**config.mk**
```make
export PLATFORM = sky130hd
export DESIGN_NAME = mat_mult_seq_flat
export DESIGN_NICKNAME = d
export VERILOG_FILES = /design/src/rtl/mat_mult_if.sv /design/src/rtl/mat_mult_seq.sv /design/src/flat_wrapper.sv
export SDC_FILE = /design/constraint.sdc
export NUM_CORES = 1
export LEC_CHECK = 0
export BUFFER_PORTS_ARGS = -buffer_cell sky130_fd_sc_hd__buf_4
export CAP_MARGIN = 20
export CORE_AREA = 2 2 122 124
export DETAILED_ROUTE_END_ITERATION = 8
export DIE_AREA = 0 0 124 126
export PLACE_DENSITY = 0.73
export SLEW_MARGIN = 30
export SYNTH_ARGS = -nofsm -noshare
export SYNTH_HDL_FRONTEND = slang
export SYNTH_SLANG_ARGS = --single-unit
```
**constraint.sdc**
```tcl
create_clock -name clk -period 5.58 [get_ports clk]
set_input_delay 1.116 -clock clk [delete_from_list [all_inputs] [get_ports clk]]
set_output_delay 1.116 -clock clk [all_outputs]
set_load 0.05 [all_outputs]
```
**src/rtl/mat_mult_if.sv**
```systemverilog
// Streaming handshake bundle for the sequential 2x2 matrix multiplier:
// an element input stream and a result output stream.
interface mat_mult_if;
    logic       in_valid;
    logic       in_ready;
    logic [7:0] in_data;
    logic       out_valid;
    logic       out_ready;
    logic [7:0] out_data;
    logic       out_last;

    modport master (
        output in_valid, in_data, out_ready,
        input  in_ready, out_valid, out_data, out_last
    );

    modport slave (
        input  in_valid, in_data, out_ready,
        output in_ready, out_valid, out_data, out_last
    );
endinterface

```
**src/rtl/mat_mult_seq.sv**
```systemverilog
// Sequential 2x2 matrix multiplier (8-bit, modulo-256): loads A then B serially,
// computes R = A*B over eight multiply-accumulate steps, then streams R out.
module mat_mult_seq (
    input  logic        clk,
    input  logic        rst,
    mat_mult_if.slave   bus,
    output logic [31:0] res_packed,
    output logic        busy
);

    localparam logic [1:0] LOAD    = 2'd0;
    localparam logic [1:0] COMPUTE = 2'd1;
    localparam logic [1:0] DRAIN   = 2'd2;

    logic [1:0] state;
    logic [2:0] load_idx;
    logic [2:0] step;
    logic [1:0] out_idx;
    logic [7:0] acc;

    logic [7:0] a_mat [0:3];
    logic [7:0] b_mat [0:3];
    logic [7:0] r_mat [0:3];

    logic       in_fire;
    logic       out_fire;
    logic [7:0] a_sel;
    logic [7:0] b_sel;
    logic [7:0] prod;
    logic [7:0] sum;

    assign in_fire  = bus.in_valid && bus.in_ready;
    assign out_fire = bus.out_valid && bus.out_ready;

    // Step encodes {i,j,k}: A[i][k] lives at slot {i,k}, B[k][j] at slot {k,j}.
    assign a_sel = a_mat[{step[2], step[0]}];
    assign b_sel = b_mat[{step[0], step[1]}];
    assign prod  = a_sel * b_sel;
    assign sum   = (step[0] ? acc : 8'd0) + prod;

    always_ff @(posedge clk) begin
        if (rst) begin
            state    <= LOAD;
            load_idx <= 3'd0;
            step     <= 3'd0;
            out_idx  <= 2'd0;
            acc      <= 8'd0;
        end else begin
            case (state)
                LOAD: begin
                    if (in_fire) begin
                        load_idx <= load_idx + 3'd1;
                        if (load_idx == 3'd7) begin
                            state <= COMPUTE;
                        end
                    end
                end
                COMPUTE: begin
                    step <= step + 3'd1;
                    acc  <= sum;
                    if (step == 3'd7) begin
                        state <= DRAIN;
                    end
                end
                DRAIN: begin
                    if (out_fire) begin
                        out_idx <= out_idx + 2'd1;
                        if (out_idx == 2'd3) begin
                            state <= LOAD;
                        end
                    end
                end
                default: state <= LOAD;
            endcase
        end
    end

    // The first four accepted elements fill A, the next four fill B.
    always_ff @(posedge clk) begin
        if (rst) begin
            for (int n = 0; n < 4; n++) begin
                a_mat[n] <= 8'd0;
                b_mat[n] <= 8'd0;
            end
        end else if (in_fire) begin
            if (!load_idx[2]) begin
                a_mat[load_idx[1:0]] <= bus.in_data;
            end else begin
                b_mat[load_idx[1:0]] <= bus.in_data;
            end
        end
    end

    // R11 is completed by the final step, so the packed result takes it from sum.
    always_ff @(posedge clk) begin
        if (rst) begin
            for (int n = 0; n < 4; n++) begin
                r_mat[n] <= 8'd0;
            end
            res_packed <= 32'd0;
        end else if (state == COMPUTE) begin
            if (step[0]) begin
                r_mat[step[2:1]] <= sum;
            end
            if (step == 3'd7) begin
                res_packed <= {r_mat[0], r_mat[1], r_mat[2], sum};
            end
        end
    end

    assign bus.in_ready  = (state == LOAD);
    assign bus.out_valid = (state == DRAIN);
    assign bus.out_data  = (state == DRAIN) ? r_mat[out_idx] : 8'd0;
    assign bus.out_last  = (state == DRAIN) && (out_idx == 2'd3);
    assign busy          = (state != LOAD);

endmodule

```
**src/flat_wrapper.sv**
```systemverilog
// flat-port wrapper written by rule: the top's interface ports become plain ports
module mat_mult_seq_flat 
  (clk, rst, res_packed, busy, bus_in_valid, bus_in_data, bus_out_ready, bus_in_ready, bus_out_valid, bus_out_data, bus_out_last);
  mat_mult_if bus_i ();
  input  logic clk;
  input  logic rst;
  output logic [31:0] res_packed;
  output logic busy;
  input wire logic [$bits(bus_i.in_valid)-1:0] bus_in_valid;
  input wire logic [$bits(bus_i.in_data)-1:0] bus_in_data;
  input wire logic [$bits(bus_i.out_ready)-1:0] bus_out_ready;
  output wire logic [$bits(bus_i.in_ready)-1:0] bus_in_ready;
  output wire logic [$bits(bus_i.out_valid)-1:0] bus_out_valid;
  output wire logic [$bits(bus_i.out_data)-1:0] bus_out_data;
  output wire logic [$bits(bus_i.out_last)-1:0] bus_out_last;
  assign bus_i.in_valid = bus_in_valid;
  assign bus_i.in_data = bus_in_data;
  assign bus_i.out_ready = bus_out_ready;
  assign bus_in_ready = bus_i.in_ready;
  assign bus_out_valid = bus_i.out_valid;
  assign bus_out_data = bus_i.out_data;
  assign bus_out_last = bus_i.out_last;
  mat_mult_seq u_core (.clk(clk), .rst(rst), .bus(bus_i), .res_packed(res_packed), .busy(busy));
endmodule
```
Yosys cells after proc, flatten, opt, wreduce, memory -nomap -nowiden --
Memory sizes are Yosys's and may differ from the RTL's. A register that Yosys moved wholly into a read port is not among the register bits. Cells that the tools add are included.
Storage, ports and cells: memories 3, bits in latches 0, output and inout port bits 44, bits of input ports 12, bits in writable memories 96, bits in registers 50, logic and storage cells 73, ROM bits 0
Operators by class: multiplexer cells 37, divide/modulo/power cells 0, eq/ne operators 10, bitwise gates (word level) 0, shifts and indexed selects 0, multipliers 1, add/sub/neg operators 4, reductions and logical operators 12, magnitude comparators 0
Memory list:
- u_core.a_mat | depth 4, width 8, rd ports 1, clocked after Yosys merged registers in 1, wr ports 4, RTL line mat_mult_seq.sv:21 | logic [7:0] a_mat [0:3];
- u_core.b_mat | depth 4, width 8, rd ports 1, clocked after Yosys merged registers in 1, wr ports 4, RTL line mat_mult_seq.sv:22 | logic [7:0] b_mat [0:3];
- u_core.r_mat | depth 4, width 8, rd ports 4, clocked after Yosys merged registers in 4, wr ports 4, RTL line mat_mult_seq.sv:23 | logic [7:0] r_mat [0:3];
Operators by type and width (count):
- $mux W8 | 5
- $mux W2 | 14
- $reduce_or A8 Y1 | 3
- $mux W1 | 17
- $add A8 B8 Y8 | 1
- $mul A8 B8 Y8 | 1
- $ne A2 B2 Y1 const B | 4
- $add A3 B1 Y3 const B | 2
- $eq A3 B3 Y1 const B | 2
- $pmux W2 S3 | 1
- $reduce_and A2 Y1 | 3
- $reduce_and A5 Y1 | 1
- $eq A2 B2 Y1 const B | 2
- $logic_and A1 B1 Y1 | 3
- $add A2 B1 Y2 const B | 1
- $eq A2 B1 Y1 const B | 1
- $logic_not A2 Y1 | 1
- $ne A2 B1 Y1 const B | 1
- $reduce_bool A2 Y1 | 1

Depth between registers and ports, before layout --
Gate-level depths: netlist of the first run.
depth after elaboration 7, gate-level depth with buffers 19

Worst setup path after synthesis of the first run --
Ideal clock, no wire load.
path kind flip-flop to flip-flop, start reg (tool-made name), end mem u_core.r_mat[0][7], data pin, setup time 0.266 ns, data arrival time 4.976 ns, data required time 5.314 ns, setup slack 0.339 ns, period minus slack after synthesis 5.241 ns, stages on the path, launching flop included 20, cells stage by stage dfxtp_1 -> buf_6 -> buf_6 -> mux4_2 -> and2_1 -> fa_1 -> inv_1 -> fa_1 -> inv_1 -> ha_1 -> inv_1 -> fa_1 -> inv_1 -> ha_1 -> a21o_2 -> a21oi_1 -> xnor3_1 -> xnor3_2 -> xnor2_2 -> nor2_1
RTL lines (RTL line):
- to (decl) | mat_mult_seq.sv:23

==> results.sh, run 1 <==
export IMPL_drt_pass1_iterations=4
export IMPL_leakage_nw=3.49
export IMPL_cp_arrival_ns=5.51
export IMPL_power_switching_mw=0.616
export IMPL_grt_pass1_vias=4792
export IMPL_finalCriticalPeriod_ns=5.33
export IMPL_layout_common_cells="nand2_1 (111), edfxtp_1 (96), and2_1 (86)"
export IMPL_fin_cells=875
export IMPL_stdcell_area_mm2=0.00858
export IMPL_drtAntennaViolNets=0
export IMPL_htreeDepth=4
export IMPL_hold_buffers=0
export IMPL_final_max_slew_viol_count=0
export IMPL_antenna_found_initial=0
export IMPL_insertion_delay_ns=0.43
export IMPL_core_mm2=0.0143
export IMPL_grt_pass1_wl_mm=24.6
export IMPL_power_internal_mw=2.02
export IMPL_nets=731
export IMPL_post_dp_cell_area_mm2=0.00794
export IMPL_post_place_ws_ns=0.0968
export IMPL_cts_resized=0
export IMPL_die_h_um=126
export IMPL_status="complete, no violations"
export IMPL_fin_skew_ns=0.00852
export IMPL_vias_per_cell=5.35
export IMPL_hold_slack_ns=0.455
export IMPL_critPathKind="reg2reg"
export IMPL_overflow=0
export IMPL_synth_distinct_cells=38
export IMPL_yosysWarnings=0
export IMPL_avgSynthCellArea_um2=11.8
export IMPL_final_setup_tns_ns=0
export IMPL_path_clk_slew_ns=0.07
export IMPL_seq_area_frac_synth=0.538
export IMPL_rsz0062_at_grt="no"
export IMPL_fmax_ghz=0.188
export IMPL_clock_sinks=151
export IMPL_p_clk_frac=0.454
export IMPL_ys_seq_elements=151
export IMPL_fin_crit_sh=0.955
export IMPL_post_cts_buffers=0
export IMPL_total_power_mw=2.64
export IMPL_yosys_area_top_type="edfxtp_1"
export IMPL_portBuffers=55
export IMPL_yosysTopAreaCellShare=0.389
export IMPL_setup_ws_ns=0.249
export IMPL_wl_mm=15.3
export IMPL_vias=4681
export IMPL_netlist_area_mm2=0.00740
export IMPL_power_per_cell_area_mw_per_mm2=308
export IMPL_routedWlPerCell_um=17.5
export IMPL_yosys_top_cells_area="edfxtp_1 (39%), dfxtp_1 (15%), and2_1 (7.4%)"
export IMPL_power_frac_comb=0.078
export IMPL_maxCapViolCount=0
export IMPL_cts_path_max_buffers=2
export IMPL_drc=0
export IMPL_syn_to_final_growth_pct=15.9
export IMPL_rows=44
export IMPL_required_ns=5.76
export IMPL_relSlewSlack=0.409
export IMPL_endpoint_kind="flop"
export IMPL_setup_viol=0
export IMPL_dieArea_mm2=0.0156
export IMPL_hold_viol_final=0
export IMPL_fillCellCount=1150
export IMPL_seq_power_share=0.468
export IMPL_place_inst=843
export IMPL_dp_hpwl_mm=11.1
export IMPL_hold_start="res_packed[14]"
export IMPL_diodes=0
export IMPL_gp_congestion=0.900
export IMPL_p_sw_frac=0.233
export IMPL_final_common_cell="nand2_1"
export IMPL_ir_drop_mv=0.250
export IMPL_grt_usage=0.211
export IMPL_drive_above_1_share=0.192
export IMPL_drt_iter0_drc=254
export IMPL_netlist_instances=626
export IMPL_worstHoldPathType="reg2reg"
export IMPL_tightest_slew_ns=0.879
export IMPL_io_pins=56
export IMPL_initial_core_util=0.517
export IMPL_crit_path_max_fanout=8
export IMPL_syn_nets=679
export IMPL_numCtsBuffers=17
export IMPL_grt_max_degree=71
export IMPL_clock_root_buffer="clkbuf_16"
export IMPL_final_util=0.599
export IMPL_tritoncts="built"
export IMPL_chipWidth_um=124
export IMPL_critPathLaunchType="flop"
==> final cells by class <==
cell class,count,area (µm²),area share
inverter,27,101,0.0118
timing repair buffer,63,473,0.0551
clock buffer,22,529,0.0617
sequential,151,3990,0.465
tap,184,230,0.0268
clock inverter,10,98.8,0.0115
multi-input combinational,418,3160,0.368
==> power by group through the flow <==
stage          logic (mW)  clock network [mW]  registers, mW
2_1_floorplan       0.144                   0           1.25
3_3_place_gp        0.193                   0           1.26
3_5_place_dp        0.200                   0           1.26
4_1_cts             0.202                1.21           1.24
5_1_grt             0.227                1.26           1.24
6_report            0.206                1.20           1.24
==> cells in the mapped netlist <==
cell type  number
nand3b_1        1
nand2b_1        6
and2_1         87
a211oi_1        2
and2_2          1
and3_1         21
or2_2           5
clkbuf_8        3
xnor3_2         1
a21oi_1        45
a21o_1          2
nand3_1         1
mux4_1          6
xor2_1          4
buf_6           4
or3_1           2
nor2_1         32
buf_1           2
nor3_1          4
inv_1          27
a31o_2          3
edfxtp_1       96
xnor3_1         1
xnor2_1         8
a211oi_2        2
nand2_2         2
mux4_2         18
a41o_1          1
nand2_1       112
ha_1           23
fa_1           18
a21o_2          1
dfxtp_1        55
nor2b_1         4
nor3b_1         1
xnor3_4         1
clkbuf_1       21
xnor2_2         3
==> state kept, by name, summed over array words and instances (netlist names), named ones only <==
register,flops
u_core.b_mat,32
u_core.res_packed,8
u_core.acc,8
u_core.out_idx,2
u_core.a_mat,32
u_core.step,3
res_packed,24
u_core.r_mat,32
u_core.load_idx,3
u_core.state,2
==> worst max-delay path, stage by stage, from the launching register on <==
cell     delay [ns]
dfxtp_2        0.40
buf_4          0.20
mux4_2         0.59
and2_1         0.22
fa_1           0.44
ha_1           0.29
ha_1           0.32
fa_1           0.48
ha_1           0.23
fa_1           0.40
a21o_2         0.20
a21oi_1        0.13
xnor3_1        0.41
xnor3_2        0.44
xnor2_4        0.24
nor2_1         0.08
==> path summary, 6_finish.rpt <==
kind	endpoint	slack [ns]	depth (start not counted)
min	res_packed[14]	0.45	2
min reg2reg	res_packed[14]	0.45	2
max	u_core.r_mat[2][7]	0.25	15
max reg2reg	u_core.r_mat[2][7]	0.25	15
==> metal layers <==
metal | track usage | part of all wire | vias to the layer above
met2 | 0.365 | 0.51 | 118
met4 | 0.0707 | 0.015 | 0
met3 | 0.0485 | 0.042 | 19
met5 | 0 | 0 | -
met1 | 0.260 | 0.43 | 2303
li1 | - | - | 2241
==> cells by family after synthesis <==
logic type | Yosys count | share of synthesized area
xor+xnor | 18 | 0.0306
simple gates | 279 | 0.187
compound gates | 56 | 0.0439
buf+inv | 57 | 0.0370
flops | 151 | 0.538
mux | 24 | 0.0761
fa+ha+maj | 41 | 0.0875
No activity file was read; power rests on OpenSTA's default activity.
==> inputs of run 2 (changes only) <==
Clock period 5.58 ns to 4.54 ns, I/O delays scaled along.
==> results.sh, run 2 (same netlist as run 1, synthesis figures left out) <==
export IMPL_multi_input_area_mm2=0.00323
export IMPL_dp_hpwl_mm=11.4
export IMPL_grt_usage=0.215
export IMPL_cts_path_max_buffers=2
export IMPL_place_inst=858
export IMPL_htreeDepth=4
export IMPL_critPathLaunchType="flop"
export IMPL_path_cells="buf_12 > mux4_2 > nand2_2 > fa_1 > inv_1 > fa_1 > ha_1 > inv_1 > fa_1 > inv_2 > fa_2 > a21o_2 > a21oi_2 > xnor3_1 > xnor3_2 > xnor2_4 > nor2_1"
export IMPL_insertion_delay_ns=0.42
export IMPL_hold_depth=2
export IMPL_grt_max_degree=71
export IMPL_fin_cells=895
export IMPL_hold_start="res_packed[25]"
export IMPL_path_clk_slew_ns=0.06
export IMPL_drt_iter0_drc=279
export IMPL_dieArea_mm2=0.0156
export IMPL_tightest_slew_ns=0.937
export IMPL_numCtsBuffers=17
export IMPL_critPathMaxStageDelay_ns=0.58
export IMPL_hold_slack_ns=0.456
export IMPL_nets=751
export IMPL_fin_crit_sh=1.06
export IMPL_ir_drop_mv=0.350
export IMPL_diodes=0
export IMPL_drt_pass1_iterations=5
export IMPL_die_h_um=126
export IMPL_drc=0
export IMPL_reg_top3="u_core.a_mat: 32 flops, u_core.b_mat: 32 flops, u_core.r_mat: 32 flops"
export IMPL_finalCriticalPeriod_ns=4.79
export IMPL_setup_viol=6
export IMPL_drive_above_1_share=0.243
export IMPL_post_place_ws_ns=-0.344
export IMPL_clock_sinks=151
export IMPL_hold_viol_final=0
export IMPL_leakage_nw=3.55
export IMPL_wl_mm=15.6
export IMPL_slowest_stage="mux4_2"
export IMPL_layout_common_cells="nand2_1 (108), edfxtp_1 (96), and2_1 (84)"
export IMPL_reg2reg_to="u_core.r_mat[2][7]"
export IMPL_hold_buffers=0
export IMPL_regArea_mm2=0.00399
export IMPL_fmax_ghz=0.209
export IMPL_vias=4737
export IMPL_initial_core_util=0.517
export IMPL_min_to="res_packed[25]"
export IMPL_setup_ws_ns=-0.252
export IMPL_fillCellCount=1152
export IMPL_required_ns=4.69
export IMPL_portBuffers=55
export IMPL_vias_per_cell=5.29
export IMPL_routedWlPerCell_um=17.4
export IMPL_crit_path_max_fanout=7
export IMPL_rr_worst_depth=17
export IMPL_rsz0062_at_grt="yes"
export IMPL_rows=44
export IMPL_critPathKind="reg2reg"
export IMPL_chipWidth_um=124
export IMPL_tritoncts="built"
export IMPL_violations="negative setup slack"
export IMPL_final_max_slew_viol_count=0
export IMPL_clock_root_buffer="clkbuf_16"
export IMPL_status="complete, but fails checks"
export IMPL_endpoint_kind="flop"
export IMPL_overflow=0
export IMPL_power_per_cell_area_mw_per_mm2=359
export IMPL_grt_pass1_wl_mm=25.1
export IMPL_relSlewSlack=0.370
export IMPL_antenna_found_initial=0
export IMPL_fin_skew_ns=0.0120
export IMPL_maxCapViolCount=0
export IMPL_syn_to_final_growth_pct=18.2
export IMPL_crit_path_frequent_cell="fa_1"
export IMPL_core_mm2=0.0143
export IMPL_cp_arrival_ns=4.95
export IMPL_grt_pass1_vias=4818
export IMPL_worstHoldPathType="reg2reg"
export IMPL_final_common_cell="nand2_1"
export IMPL_r2r_setup_slack_ns=-0.25
export IMPL_io_pins=56
export IMPL_gp_congestion=0.878
export IMPL_drtAntennaViolNets=0
run 2: changes by cell type in the layout (fill, tap and decap cells not counted), sizes merged:
| cell | before | now |
|---|---|---|
| buf | 63 | 83 |
| clkinvlp | 2 | 0 |
| clkbuf | 22 | 21 |
| clkinv | 4 | 7 |
run 2: worst max path at each step:
stage                     startpoint                 end  slack (ns)
after CTS                       flop  u_core.r_mat[1][7]       -0.25
after global placement          flop  u_core.r_mat[3][7]       -0.22
final                           flop  u_core.r_mat[2][7]       -0.25
after global routing            flop  u_core.r_mat[1][7]       -0.41
after detailed placement        flop  u_core.r_mat[2][7]       -0.34
after floorplan                 flop  u_core.r_mat[0][7]       -0.09
run 2: critical path, delay by kind of cell, from the launching register on:
kind | cells | cell delay, ns
mux | 1 | 0.58
compound gates | 2 | 0.35
buf+inv | 4 | 0.28
simple gates | 2 | 0.20
fa+ha+maj | 5 | 1.89
xor+xnor | 3 | 0.78
flops | 1 | 0.42
run 2: power breakdown:
| group | internal (mW) | total, mW | switching [mW] |
|---|---|---|---|
| Combinational | 0.134 | 0.304 | 0.170 |
| Clock | 0.769 | 1.31 | 0.545 |
| Sequential | 1.50 | 1.52 | 0.0201 |
run 2: through the flow:
stage	area [µm²]	power, mW	TNS, ns	util
2_1_floorplan	7480	1.74	-0.348	-
3_3_place_gp	8140	1.84	-1.17	0.569
3_5_place_dp	8150	1.85	-1.90	0.569
4_1_cts	8740	3.16	-1.35	0.611
5_1_grt	8750	3.25	-2.33	0.611
6_report	8750	3.14	-1.27	0.611
run 2: what timing repair did:
action                     4_1_cts  5_1_grt
pin swaps                        6        5
gates resized for setup          4        4
setup endpoints to repair        8       12
buffers inserted                 4        2
run 2: cell type report:
cell class,instances,area share
tap,184,0.0263
multi-input combinational,418,0.369
clock buffer,21,0.0515
timing repair buffer,83,0.0741
sequential,151,0.456
clock inverter,11,0.0112
inverter,27,0.0116
run 2: layer usage:
layer	routed length, µm	share of wire	GRT usage
met1	6610	0.42	0.269
met2	8020	0.51	0.367
met3	627	0.040	0.0421
met4	351	0.022	0.0820
met5	0	0	0
==> inputs of run 3 (changes only) <==
Settings changed: TNS_END_PERCENT set to 5.
==> results.sh, run 3 (same netlist as run 1, synthesis figures left out) <==
export IMPL_status="complete, but fails checks"
export IMPL_violations="negative setup slack"
export IMPL_portBuffers=55
export IMPL_wl_mm=15.6
export IMPL_reg2reg_to="u_core.r_mat[3][7]"
export IMPL_post_dp_cell_area_mm2=0.00815
export IMPL_vias=4779
export IMPL_io_pins=56
export IMPL_hold_viol_final=0
export IMPL_rsz0062_at_grt="yes"
export IMPL_chipWidth_um=124
export IMPL_nets=749
export IMPL_initial_core_util=0.517
export IMPL_rows=44
export IMPL_required_ns=4.71
export IMPL_reg_top3="u_core.a_mat: 32 flops, u_core.b_mat: 32 flops, u_core.r_mat: 32 flops"
export IMPL_path_clk_slew_ns=0.06
export IMPL_grt_usage=0.215
export IMPL_tightest_slew_ns=0.925
export IMPL_hold_start="res_packed[16]"
export IMPL_critPathLaunchType="flop"
export IMPL_r2r_setup_slack_ns=-0.15
export IMPL_routedWlPerCell_um=17.4
export IMPL_slowest_stage="mux4_2"
export IMPL_syn_to_final_growth_pct=18.2
export IMPL_critPathKind="reg2reg"
export IMPL_maxCapViolCount=0
export IMPL_relSlewSlack=0.379
export IMPL_dp_hpwl_mm=11.3
export IMPL_final_max_slew_viol_count=0
export IMPL_core_mm2=0.0143
export IMPL_antenna_found_initial=0
export IMPL_critPathMaxStageDelay_ns=0.57
export IMPL_fin_crit_sh=1.03
export IMPL_clock_sinks=151
export IMPL_hold_depth=2
export IMPL_worstHoldPathType="reg2reg"
export IMPL_cp_arrival_ns=4.87
export IMPL_place_inst=861
export IMPL_layout_common_cells="nand2_1 (107), edfxtp_1 (96), and2_1 (83)"
export IMPL_drt_pass1_iterations=5
export IMPL_diodes=0
export IMPL_finalCriticalPeriod_ns=4.69
export IMPL_overflow=0
export IMPL_final_common_cell="nand2_1"
export IMPL_drtAntennaViolNets=0
export IMPL_fin_cells=893
export IMPL_drive_above_1_share=0.244
export IMPL_setup_viol=6
export IMPL_crit_path_max_fanout=8
export IMPL_hold_buffers=0
export IMPL_cp_buffers_inverters=4
export IMPL_fin_skew_ns=0.0150
export IMPL_gp_congestion=0.852
export IMPL_ir_drop_mv=0.276
export IMPL_dieArea_mm2=0.0156
export IMPL_grt_max_degree=71
export IMPL_numCtsBuffers=17
export IMPL_drc=0
export IMPL_clock_root_buffer="clkbuf_16"
export IMPL_grt_pass1_wl_mm=25.0
export IMPL_die_h_um=126
export IMPL_power_per_cell_area_mw_per_mm2=366
export IMPL_endpoint_kind="flop"
export IMPL_setup_ws_ns=-0.154
export IMPL_htreeDepth=4
export IMPL_rr_worst_depth=17
export IMPL_post_place_ws_ns=-0.318
export IMPL_vias_per_cell=5.35
export IMPL_crit_family="adder cells"
export IMPL_stdcell_area_mm2=0.00875
export IMPL_insertion_delay_ns=0.43
export IMPL_fillCellCount=1171
export IMPL_tritoncts="built"
export IMPL_min_to="res_packed[16]"
export IMPL_final_setup_tns_ns=-0.762
export IMPL_total_power_mw=3.20
export IMPL_path_cells="mux4_2 > and2_4 > fa_1 > inv_1 > fa_1 > inv_1 > ha_1 > inv_1 > fa_1 > inv_2 > ha_4 > a21o_2 > a21oi_2 > xnor3_1 > xnor3_2 > xnor2_4 > nor2_1"
export IMPL_leakage_nw=3.56
export IMPL_drt_iter0_drc=329
export IMPL_fmax_ghz=0.213
export IMPL_cts_path_max_buffers=2
export IMPL_grt_pass1_vias=4820
-- run 3: cell types whose count changed in the layout (fill, tap and decap cells not counted), sizes merged --
cell,previous run,this run
buf,83,81
clkinv,7,3
inv,30,34
-- run 3: through the flow --
step	hold WS, ns	util
6_report	0.458	0.611
5_1_grt	0.475	0.611
3_3_place_gp	0.440	0.569
2_1_floorplan	0.432	-
4_1_cts	0.458	0.610
3_5_place_dp	0.449	0.570
-- run 3: final cells by class --
class	count	area, µm²	share of cell area
repair buffers	81	624	0.0714
clock inverters	11	111	0.0127
clock buffers	21	460	0.0526
well taps	184	230	0.0263
flip-flops and latches	151	3990	0.456
inverters	27	101	0.0116
multi-input cells	418	3230	0.369
-- run 3: how the worst max path moves through the flow --
stage	endpoint	slack (ns)	cells past startpoint
floorplan	u_core.r_mat[0][7]	-0.09	19
global placement	u_core.r_mat[3][7]	-0.22	18
detailed placement	u_core.r_mat[3][7]	-0.32	18
CTS	u_core.r_mat[3][7]	-0.19	17
global route	u_core.r_mat[2][7]	-0.33	17
finish	u_core.r_mat[3][7]	-0.15	17
-- run 3: worst reg2reg max path: cells and delay by family (launching register included) --
family	cells	cell delay, ns
and+or+nand+nor	2	0.25
AOI/OAI and AO/OA	2	0.31
xor gates and xnor gates	3	0.76
DFF	1	0.42
muxes	1	0.57
adders and majority gates	5	1.96
buffers and inverters	4	0.18
-- run 3: power breakdown --
group          switching [mW]  leakage (nW)  internal, mW
Clock                   0.586         0.287         0.796
Sequential             0.0177          1.44          1.50
Combinational           0.169          1.84         0.133
Total                   0.772          3.56          2.43
-- run 3: metal layers --
metal / up-vias / GRT usage / share of wire
li1: 2284 / - / -
met1: 2315 / 0.272 / 0.41
met2: 152 / 0.362 / 0.51
met3: 28 / 0.0417 / 0.050
met4: 0 / 0.0839 / 0.024
met5: - / 0 / 0
-- run 3: timing repair --
action,CTS,global route
pin swaps,2,0
setup endpoints to repair,7,9
resized for setup,4,5
hold endpoints to repair,0,0
buffers inserted,0,0
